<file path="config.mk">
export PLATFORM = sky130hd
export DESIGN_NAME = lcd_text_writer
export DESIGN_NICKNAME = d
export VERILOG_FILES = /design/src/rtl/lcd_text_writer.sv
export SDC_FILE = /design/constraint.sdc
export NUM_CORES = 1
export LEC_CHECK = 0
export ABC_AREA = 1
export CAP_MARGIN = 20
export CORE_ASPECT_RATIO = 0.75
export CORE_UTILIZATION = 44
export CTS_CLUSTER_SIZE = 24
export DETAILED_ROUTE_END_ITERATION = 6
export PLACE_DENSITY = 0.67
export SLEW_MARGIN = 10
export SYNTH_ARGS = -nofsm -noshare
export SYNTH_HDL_FRONTEND = slang
export SYNTH_SLANG_ARGS = --single-unit
</file>
<file path="constraint.sdc">
create_clock -name clk -period 2.8 [get_ports clk]
set_clock_uncertainty 0.05 [all_clocks]
set_input_delay 0.56 -clock clk [delete_from_list [all_inputs] [get_ports clk]]
set_output_delay 0.56 -clock clk [all_outputs]
set_load 0.02 [all_outputs]
</file>
<file path="src/rtl/lcd_text_writer.sv">
// Character buffer plus full-screen refresh sequencer feeding the character-LCD driver handshake.
// Build option: define LCD_TEXT_CLEAR_EN to prefix every refresh with a display-clear command.
module lcd_text_writer #(
    parameter int unsigned COLS        = 16,
    parameter int unsigned LINES       = 2,
    parameter logic [6:0]  LINE2_ADDR  = 7'h40,
    parameter int unsigned ACK_TIMEOUT = 255,
    localparam int unsigned AW = (LINES * COLS > 1) ? $clog2(LINES * COLS) : 1
) (
    input  logic          clk,
    input  logic          rst,
    input  logic          start,
    input  logic          wr_en,
    input  logic [AW-1:0] wr_addr,
    input  logic [7:0]    wr_data,
    input  logic          lcd_busy,
    output logic          lcd_enable,
    output logic [9:0]    lcd_bus,
    output logic          active,
    output logic          done,
    output logic          error
);
    localparam int unsigned DEPTH = LINES * COLS;
    localparam int unsigned CW    = $clog2(COLS + 1);
    localparam int unsigned TW    = $clog2(ACK_TIMEOUT + 1);
    localparam logic [AW:0] DEPTH_W = (AW + 1)'(DEPTH);

`ifdef LCD_TEXT_CLEAR_EN
    localparam logic CLEAR_EN = 1'b1;
`else
    localparam logic CLEAR_EN = 1'b0;
`endif

    typedef enum logic [2:0] {
        S_IDLE,
        S_WAIT_READY,
        S_ISSUE,
        S_WAIT_ACK,
        S_WAIT_DONE
    } state_t;

    state_t        state_q, state_d;
    logic [7:0]    char_mem [DEPTH];
    logic          line_q, line_d;
    logic [CW-1:0] col_q, col_d;     // 0 = address item, 1..COLS = character items
    logic          clr_q, clr_d;     // clear command still pending
    logic [TW-1:0] cnt_q, cnt_d;
    logic          en_d, active_d, done_d, error_d;
    logic [9:0]    bus_d;
    logic          last_item;
    logic [AW-1:0] rd_addr;

    // Character buffer: writable at any time, cleared to spaces on reset.
    always_ff @(posedge clk) begin
        if (rst) begin
            for (int i = 0; i < int'(DEPTH); i++) begin
                char_mem[i] <= 8'h20;
            end
        end else if (wr_en && ({1'b0, wr_addr} < DEPTH_W)) begin
            char_mem[wr_addr] <= wr_data;
        end
    end

    // State, item position and registered outputs.
    always_ff @(posedge clk) begin
        if (rst) begin
            state_q    <= S_IDLE;
            line_q     <= 1'b0;
            col_q      <= '0;
            clr_q      <= 1'b0;
            cnt_q      <= '0;
            lcd_enable <= 1'b0;
            lcd_bus    <= '0;
            active     <= 1'b0;
            done       <= 1'b0;
            error      <= 1'b0;
        end else begin
            state_q    <= state_d;
            line_q     <= line_d;
            col_q      <= col_d;
            clr_q      <= clr_d;
            cnt_q      <= cnt_d;
            lcd_enable <= en_d;
            lcd_bus    <= bus_d;
            active     <= active_d;
            done       <= done_d;
            error      <= error_d;
        end
    end

    // Next state; outputs are computed for the state being entered so they line up with it.
    always_comb begin
        state_d   = state_q;
        line_d    = line_q;
        col_d     = col_q;
        clr_d     = clr_q;
        cnt_d     = cnt_q;
        active_d  = active;
        done_d    = 1'b0;
        error_d   = error;
        last_item = !clr_q && (line_q == 1'(LINES - 1)) && (col_q == CW'(COLS));

        unique case (state_q)
            S_IDLE: begin
                // done is still high on the first idle cycle; a start there is dropped
                if (start && !done) begin
                    state_d  = S_WAIT_READY;
                    active_d = 1'b1;
                    error_d  = 1'b0;
                    line_d   = 1'b0;
                    col_d    = '0;
                    clr_d    = CLEAR_EN;
                end
            end
            S_WAIT_READY: begin
                if (!lcd_busy) state_d = S_ISSUE;
            end
            S_ISSUE: begin
                cnt_d   = TW'(1);
                state_d = S_WAIT_ACK;
            end
            S_WAIT_ACK: begin
                if (lcd_busy) begin
                    state_d = S_WAIT_DONE;
                end else if (cnt_q >= TW'(ACK_TIMEOUT - 1)) begin
                    error_d  = 1'b1;
                    active_d = 1'b0;
                    state_d  = S_IDLE;
                end else if (cnt_q != '1) begin
                    cnt_d = cnt_q + TW'(1);
                end
            end
            S_WAIT_DONE: begin
                if (!lcd_busy) begin
                    if (last_item) begin
                        done_d   = 1'b1;
                        active_d = 1'b0;
                        state_d  = S_IDLE;
                    end else begin
                        state_d = S_ISSUE;
                        if (clr_q) begin
                            clr_d = 1'b0;
                        end else if (col_q == CW'(COLS)) begin
                            col_d  = '0;
                            line_d = line_q + 1'b1;
                        end else begin
                            col_d = col_q + CW'(1);
                        end
                    end
                end
            end
            default: state_d = S_IDLE;
        endcase

        en_d    = (state_d == S_ISSUE);
        rd_addr = (col_d == '0) ? '0 : AW'(32'(line_d) * COLS + 32'(col_d) - 32'd1);
        bus_d   = '0;
        if (en_d) begin
            if (clr_d) begin
                bus_d = 10'h001;
            end else if (col_d == '0) begin
                bus_d = {3'b001, line_d ? LINE2_ADDR : 7'h00};
            end else begin
                bus_d = {2'b10, char_mem[rd_addr]};
            end
        end
    end
endmodule

</file>
Word level (Yosys, flattened, before mapping)
Memories as Yosys holds them, arrays and structs flattened.
Index checks and enable logic that the tools add are counted.
{ "word_totals": {"regBits": 32, "ramBits": 256, "in_bits": 18, "wordCells": 101, "mem_count": 1} }
{ "op_classes": {"n_addsub": 5, "n_lt_le_gt_ge": 1, "n_eq_ne": 14, "mux": 50, "bitwise_logic": 2, "reduce_logical": 17} }
{ "mem_list": {"columns": ["name", "depth", "word_bits", "rd", "rd_clocked_by_memory_dff", "wr", "line_no", "text"], "rows": [
  ["char_mem", 32, 8, 1, 0, 32, "43", "logic [7:0] char_mem [DEPTH];"]
]} }
{ "op_table": {"columns": ["cell", "n"], "rows": [
  ["$mux W5", 7],
  ["$mux W8", 4],
  ["$mux W1", 24],
  ["$pmux W8 S2", 1],
  ["$mux W3", 5],
  ["$pmux W3 S5", 1],
  ["$ne A2 B2 Y1 const B", 7],
  ["$mux W10", 1],
  ["$pmux W5 S2", 1],
  ["$eq A3 B2 Y1 const B", 3],
  ["$add A8 B1 Y8 const B", 1],
  ["$ge A8 B8 Y1 const B", 1],
  ["$ne A8 B8 Y1 const B", 1],
  ["$reduce_and A4 Y1", 2],
  ["$reduce_or A8 Y1", 1],
  ["$mux W7", 1],
  ["$pmux W1 S2", 3],
  ["$reduce_and A6 Y1", 1],
  ["$reduce_or A3 Y1", 2],
  ["$add A5 B1 Y5 const B", 1],
  ["$add A5 B5 Y5", 1],
  ["$eq A5 B5 Y1 const B", 1],
  ["$logic_not A5 Y1", 1],
  ["$sub A5 B1 Y5 const B", 1],
  ["12 further kinds", 17]
]} }

Longest topological paths before layout
Gate-level depths: netlist (run 1).
An unclocked memory read counts as a cell.
{ "depth": {"depth_word": 12, "depth_mapped": 27, "mapped_depth_nobuf": 25} }

Worst setup path after synthesis (run 1)
No wires, ideal clock.
{ "synth_timing": {"path_type": "reg2reg", "startpoint": "register col_q[0]", "endpoint": "register lcd_bus[1]", "t_arrival_ns": 2.898, "required_time_ns": 2.686, "setup_slack_ns": -0.212, "stages_incl_launch_ff": 22, "cell_sequence": "dfxtp_1 > inv_1 > ha_1 > nand2_1 > inv_1 > nand2_2 > nand2_1 > o21ai_0 > nand2_2 > inv_1 > ha_1 > inv_1 > fa_1 > inv_1 > nand2_2 > clkbuf_1 > o221ai_1 > nand3_1 > nand3_1 > nand2_1 > nor2_1 > nor2_1"} }
{ "synth_via": {"elab_chain_cells": 11, "elab_cells_between_ends": 29, "cone_classes": "add/sub: 3; eq/ne: 2; mux: 19; bitwise: 1; reduce/logical: 3; memory: 1"} }
{ "synth_lines": {"columns": ["item", "line_no", "text"], "rows": [
  ["start: declaration", "45", "logic [CW-1:0] col_q, col_d;"],
  ["start signal: assignment", "80", "col_q <= col_d;"],
  ["$add A5 B1 Y5 / $eq A5 B5 Y1 (equally long branches)", "147, 101, 143", null],
  ["$mux W5", "143", "end else if (col_q == CW'(COLS)) begin"],
  ["$mux W5", "141", "if (clr_q) begin"],
  ["$mux W5", "135", "if (last_item) begin"],
  ["$mux W5", "134", "if (!lcd_busy) begin"],
  ["$pmux W5 S2 (*)", "103", "unique case (state_q)"],
  ["net col_d[0]", "45", null],
  ["$add A5 B5 Y5", "156", "rd_addr = (col_d == '0) ? '0 : AW'(32'(line_d) * COLS + 32'(col_d) - 32'd1);"],
  ["$sub A5 B1 Y5", "156", null],
  ["$mux W5", "156", null],
  ["$mem_v2 Z32 W8", null, null],
  ["$mux W10 (*)", "161", "end else if (col_d == '0) begin"],
  ["end signal: assignment", "84", "lcd_bus <= bus_d;"],
  ["end: declaration", "18", "output logic [9:0] lcd_bus,"]
]} }
The timed path passes the listed nets; every way through them passes the cells marked *.
A chain may end at the register's enable or synchronous reset.

Final worst setup path (run 1)
{ "layout_timing": {"startpoint": "register col_q[0]", "endpoint": "register lcd_bus[7]"} }
Same word-level chain as after synthesis.

==> results of run 1 <==
registers in the layout, indices dropped and copies added, names as in the netlist:
name,count
cnt_q,8
done,1
lcd_bus,9
error,1
col_q,5
clr_q,1
active,1
lcd_enable,1
state_q,3
char_mem,256
line_q,1
worst min-delay path: cells and delay by family (launching register included):
kind                   cells  cell delay [ns]
AO/OA/AOI/OAI              1             0.06
flip-flops                 1             0.31
buffers and inverters      1             0.05
cells in the final DEF, fill, tap and decap left out, types with 10 or more instances in the layout:
cell / count
nor2_1: 362
o21ai_0: 59
buf_4: 155
o211ai_1: 40
nand2_1: 185
o21ai_1: 15
dfxtp_1: 29
edfxtp_1: 256
inv_2: 17
buf_12: 16
nor2_2: 12
nand3_1: 79
clkbuf_16: 31
nand2_2: 17
a21oi_1: 10
inv_1: 116
nand3_2: 30
clkdlybuf4s50_1: 28
o221ai_1: 15
o21a_1: 10
nor3_1: 18
or2_1: 11
synth_stat cells, types with 11 or more instances:
| cell type | instances | area, um2 |
|---|---|---|
| edfxtp_1 | 256 | 7690 |
| o21ai_0 | 68 | 340 |
| buf_2 | 22 | 110 |
| nand3_1 | 111 | 556 |
| clkbuf_1 | 40 | 150 |
| nand2_1 | 197 | 739 |
| or2_1 | 11 | 68.8 |
| o21ai_1 | 12 | 60.1 |
| a21oi_1 | 13 | 65.1 |
| o221ai_1 | 15 | 131 |
| nor2_1 | 374 | 1400 |
| o211ai_1 | 40 | 300 |
| inv_1 | 128 | 480 |
| nor3_1 | 18 | 90.1 |
| dfxtp_1 | 31 | 621 |
layout make-up:
cell class | instances | area share
sequential | 287 | 0.491
multi-input combinational | 928 | 0.277
timing repair buffer | 211 | 0.115
clock buffer | 38 | 0.0467
inverter | 137 | 0.0317
tap | 399 | 0.0295
clock inverter | 15 | 0.00865
per-stage QoR:
step | hold WS, ns | std cells | setup TNS, ns | instance area [um2]
final | 0.413 | 2015 | -2.38 | 16900
after global routing | 0.444 | 2015 | -3.43 | 16900
after CTS | 0.419 | 2011 | -1.47 | 16700
after detailed placement | 0.404 | 1943 | -8.11 | 15400
after global placement | 0.393 | 1943 | -7.69 | 15400
after floorplan | 0.386 | 1428 | -0.258 | 13700
power groups by stage:
stage / Combinational [mW] / Sequential, mW / Clock (mW)
6_report: 0.734 / 4.95 / 3.90
5_1_grt: 0.787 / 4.97 / 4.10
4_1_cts: 0.704 / 4.95 / 3.94
3_5_place_dp: 0.675 / 5.04 / 0
3_3_place_gp: 0.667 / 5.03 / 0
2_1_floorplan: 0.355 / 5.01 / 0
worst paths after layout:
path                 start          to  slack (ns)
hold reg to reg      error       error        0.41
setup reg to reg  col_q[0]  lcd_bus[7]       -0.33
setup / recovery  col_q[0]  lcd_bus[7]       -0.33
hold / removal       error       error        0.41
cells by family after synthesis:
kind of cell / Yosys count / share of synthesized area
adder cells (fa/ha/maj): 10 / 0.00981
flip-flops: 287 / 0.615
other: 1 / 0.000277
buffers and inverters: 213 / 0.0645
AO/OA/AOI/OAI: 169 / 0.0792
XOR/XNOR: 6 / 0.00444
AND/OR/NAND/NOR: 742 / 0.227
metal layers:
metal  vias to the layer above  wire length (um)
met5                         -                 0
li1                       5112                 -
met1                      5263             17300
met4                         0              1160
met3                        83              5660
met2                       683             16700
repair_timing:
| action | CTS | global route |
|---|---|---|
| gates resized for setup | 61 | 39 |
| buffers inserted | 13 | 4 |
| endpoints found under the setup margin | 8 | 8 |
| pin swaps | 44 | 33 |
| cloned | 3 | 1 |
==> summary.txt, run 1 <==
Power
  – Total power: ~9.6 mW
  – Peak VDD IR: between 400 and 500 uV
  – P_leak: ~6.6 nW
  – Comb pwr share: 0.077
  – P_int: between 7 and 8 mW
  – Clock power share: 0.407
  – Switching power: between 2 and 2.5 mW
  – Flop pwr share: 0.517
  – Cell Pwr Density: between 500 and 600 nW/um2
  – Switching portion of total power: 0.238

Place
  – Post-Place Setup Slack: -1.01 ns
  – Post-DP HPWL: 26400 um
  – Final Wtd Congestion: ~0.94
  – Port Buffers: 30

Status
  – Status: finished, violations left
  – Failing checks: setup timing

Setup path
  – CP max FO: 8
  – Setup CP Type: register to register
  – Worst path required time: around 3.3 ns
  – Worst EP arrival: about 3.6 ns
  – Slowest stage cell, crit path: fa_1
  – Most used cell along the critical path: inv_2
  – Worst path max stage delay: 0.51 ns
  – CP Capture Type: register
  – Critical path depth in cells: 24
  – Startpoint types: register
  – Cell family with most CP delay: simple AND/OR/NAND/NOR gates
  – CP Buf/Inv Count: 8
  – Reg2reg path depth: 24
  – Critical Path, Cell by Cell: inv_2 > ha_4 > nand2_2 > inv_2 > nand2_4 > nand2_4 > buf_6 > o21ai_4 > nand2_4 > inv_4 > ha_4 > inv_2 > fa_1 > inv_2 > nand2_8 > clkbuf_16 > buf_12 > nand3_1 > nand2_1 > nand2_1 > nand3_1 > nand3_2 > nand2_1 > nor2_1

Synthesis
  – Syn avg cell area: 9.46 um2
  – Yosys reg bits: between 200 and 300
  – Synth cell types: 43
  – Seq/Total Area, Yosys: 0.615
  – Syn Std Cell Area: ~14000 um2
  – Cells after Synth: about 1400
  – Primary FF master, synth: edfxtp_1
  – Post-synth EDFFs: approximately 260
  – Yosys warnings: 0
  – Fraction of registers with async set/reset: 0
  – Syn_nets: ~1500

Cells and area
  – Ratio of cells with drive above 1 in the final layout: 0.209
  – Final core utilization: 0.560
  – Seq. cell area: 8310 um2
  – N_diodes: 0
  – Layout area overhead: 25.2%
  – Fin nets: ~1600
  – # fillers: roughly 2600
  – Multi-input gate area: 4690 um2

Detailed routing
  – Total Wirelength: about 40000 um
  – Iter 0 DRT Violations: between 1000 and 1500
  – Via count: between 10000 and 15000
  – Via/cell ratio: 5.53
  – DR DRC count: 0
  – WL/cell: between 20 and 25 um
  – TritonRoute pass-1 iters: 5
  – Antenna Nets Post-Route: 0

Clock tree
  – Root buffer cell: clkbuf_16
  – Htree depth: 1
  – Clock tree from TritonCTS: yes
  – Cts hold-fix bufs: 0
  – Clk pin slew, worst setup/hold paths: ~0.070 ns
  – Clock sinks: 287
  – CTS Buf Count: 29
  – Max clock buf depth: 3
  – Clock Latency Late Sink: a little under 0.6 ns

GRT
  – Initial antenna violation count: 0
  – Largest net degree at the start of global routing: 63
  – Met2 Track Usage GR: 0.363
  – Final global-route overflow total: 0
  – GR met3 Demand/Resource: 0.0727
  – Wire length of the first global-routing pass: just over 60000 um
  – Number of global-route vias before repair: 10400
  – All-Layer GR Usage: 0.261
  – GR peak layer: met1
  – GR Util met1: 0.400

Timing
  – Final period util: 1.12
  – Pins Over Slew Limit: 0
  – Worst rel slew slack: 0.557
  – Minimum clock period: roughly 3.1 ns
  – Worst-margin pin slew: 0.663 ns
  – Final Hold Viols: 0
  – Max Fclk: ~320 MHz
  – Worst setup margin: -0.326 ns
  – Final setup violation count: 8
  – RSZ-0062 raised after global routing: true

Die
  – Rows: 55
  – I/O pin total: 32
  – Core ar.: between 30000 and 40000 um2
  – Starting Density: 0.447
  – Die width: slightly above 200 um
  – Die height: ~150 um
  – Die Area: approximately 31000 um2

Hold path
  – Hold crit path type: register to register
  – Hold Path Stages: 2

Run
  – Maxcap violations: 0
(Power assumes the default switching activity.)
==> run 2, diff against run 1 <==
- PLACE_DENSITY: 0.67 -> unset
- clock period: 2.8 -> 3.58 ns (I/O delays scaled with it)
==> run 2 against run 1 <==
- the run now ends clean
- via count shrank 6.5%
- highest routed layer unchanged
- count of clock-buffer cells in the layout shrank 2
- clock power shrank 24%
- critical path type unchanged
- sequential share of layout area grew 3.6 points
- register-to-register slack gained 0.46 ns
- wire length shrank 4.9%
- hold slack lost 0.0026 ns
==> summary.txt, run 2 (same netlist as run 1, synthesis figures left out) <==
Status
  – Status: complete, no violations

Cells and area
  – Fin nets: between 1500 and 2000
  – Largest regs: char_mem (256), lcd_bus (9), cnt_q (8)
  – Ratio of cells with drive above 1 in the final layout: 0.114
  – Most common cell after layout, fill and taps aside: nor2_1
  – # fillers: roughly 2800
  – Reg with most FFs: char_mem
  – Max reg flops: 256
  – Layout area overhead: 16.8%
  – Commonest cells after routing, fill and taps aside: 374 x nor2_1, 256 x edfxtp_1, 195 x nand2_1

Detailed routing
  – Via/cell ratio: about 5.4
  – Iter 0 DRT Violations: approximately 1100
  – Antenna Nets Post-Route: 0
  – DR DRC count: 0
  – TritonRoute pass-1 iters: 6
  – Total Wirelength: 38800 um
  – WL/cell: 20.1 um
  – Via count: 10400

GRT
  – Largest net degree at the start of global routing: 37
  – Wire length of the first global-routing pass: 58900 um
  – Final global-route overflow total: 0
  – All-Layer GR Usage: 0.251
  – Initial antenna violation count: 1
  – Number of global-route vias before repair: a little under 10000

Setup path
  – R2R Path End: lcd_bus[2]
  – RR Startpoint: col_q[0]
  – Startpoint types: register
  – CP max FO: 5
  – Worst setup startpoint: col_q[0]
  – Crit path to: lcd_bus[2]
  – CP Capture Type: register
  – Worst EP arrival: 3.86 ns
  – Reg2reg path depth: 21
  – Worst path required time: 3.99 ns
  – Setup CP Type: register to register
  – FF-to-FF setup slack: ~0.13 ns

Timing
  – Worst rel slew slack: 0.599
  – Final period util: 0.963
  – Pins Over Slew Limit: 0
  – Max Fclk: just under 300 MHz
  – Worst-margin pin slew: 0.600 ns
  – Minimum clock period: ~3.4 ns
  – WHS: just over 0.4 ns
  – RSZ-0062 raised after global routing: true
  – Final setup violation count: 0
  – TNS Setup: 0 ns
  – Final Hold Viols: 0

Hold path
  – Hold crit path type: register to register
  – Worst Hold Launch: cnt_q[7]

Clock tree
  – Clock sinks: between 200 and 300
  – Root buffer cell: clkbuf_16
  – Clk pin slew, worst setup/hold paths: 0.06 ns
  – Clock tree from TritonCTS: yes
  – Clock Latency Late Sink: 0.57 ns
  – CTS Buf Count: 29
  – Htree depth: 1
  – Max clock buf depth: 3

Die
  – Die height: ~150 um
  – Starting Density: 0.447
  – Die width: 204 um
  – Core ar.: 30200 um2
  – Rows: between 50 and 60
  – Die Area: 31400 um2
  – I/O pin total: 32

Power
  – P_leak: between 6 and 7 nW
  – Peak VDD IR: approximately 350 uV
  – Cell Pwr Density: 464 nW/um2

Place
  – Post-DP HPWL: approximately 26000 um
  – Port Buffers: 30
  – Final Wtd Congestion: ~0.94

Run
  – Maxcap violations: 0
run 2: where the power goes:
group | total [mW] | internal [mW] | switching, mW
Clock | 2.98 | 1.70 | 1.28
Sequential | 3.86 | 3.81 | 0.0550
Combinational | 0.490 | 0.144 | 0.346
Total | 7.33 | 5.65 | 1.68
run 2: critical path, stage by stage (launching register included):
cell	delay [ns]
dfxtp_4	0.37
inv_1	0.07
ha_1	0.19
nand2_1	0.06
inv_1	0.06
nand2_2	0.09
nand2_2	0.08
o21ai_0	0.16
nand3_1	0.10
o21ai_1	0.15
inv_1	0.09
buf_4	0.14
ha_1	0.28
a21oi_2	0.14
nor2_1	0.05
nor2_1	0.14
xor2_1	0.25
xor2_2	0.38
buf_4	0.23
nand3_1	0.08
nand2_1	0.12
nor2_1	0.05
run 2: worst min path at each step:
| stage | endpoint | slack, ns | cells past startpoint |
|---|---|---|---|
| after floorplan | cnt_q[7] | 0.39 | 2 |
| after global placement | cnt_q[7] | 0.40 | 2 |
| after detailed placement | cnt_q[7] | 0.40 | 2 |
| after CTS | cnt_q[7] | 0.41 | 2 |
| after global routing | error | 0.44 | 2 |
| final | cnt_q[7] | 0.41 | 2 |
run 2: layer usage:
| layer | vias to the layer above | global-route usage | share of wire |
|---|---|---|---|
| li1 | 4936 | - | - |
| met1 | 4988 | 0.373 | 0.46 |
| met2 | 438 | 0.369 | 0.43 |
| met3 | 54 | 0.0615 | 0.095 |
| met4 | 0 | 0.0554 | 0.022 |
| met5 | - | 0 | 0 |
run 2: area by class of cell:
class | count | area [um2] | area share
sequential | 287 | 8310 | 0.527
multi-input combinational | 928 | 4380 | 0.277
timing repair buffer | 123 | 1170 | 0.0744
clock buffer | 36 | 752 | 0.0476
inverter | 137 | 514 | 0.0326
tap | 399 | 499 | 0.0316
clock inverter | 17 | 155 | 0.00983
antenna | 1 | 2.50 | 0.000159
run 2: stage by stage:
step                setup WS [ns]  total power [mW]  utilization  instances  area [um2]
detailed placement         -0.285              4.42        0.490       1871       14800
CTS                         0.184              7.37        0.520       1924       15700
global route              -0.0678              7.55        0.522       1927       15800
finish                      0.131              7.33        0.523       1928       15800
floorplan                   0.440              4.19            -       1428       13500
global placement           -0.249              4.41        0.490       1871       14800
run 2: what timing repair did:
| action | in CTS | in global routing |
|---|---|---|
| resized for setup | 0 | 14 |
| setup endpoints to repair | 0 | 8 |
| hold buffers | 0 | 0 |
| buffers inserted | 0 | 3 |
==> run 3, diff against run 2 <==
- ABC_CLOCK_PERIOD_IN_PS: unset -> 3580
==> results of run 3 <==
No change in the layout: final DEF, timing and power equal those of run 2.
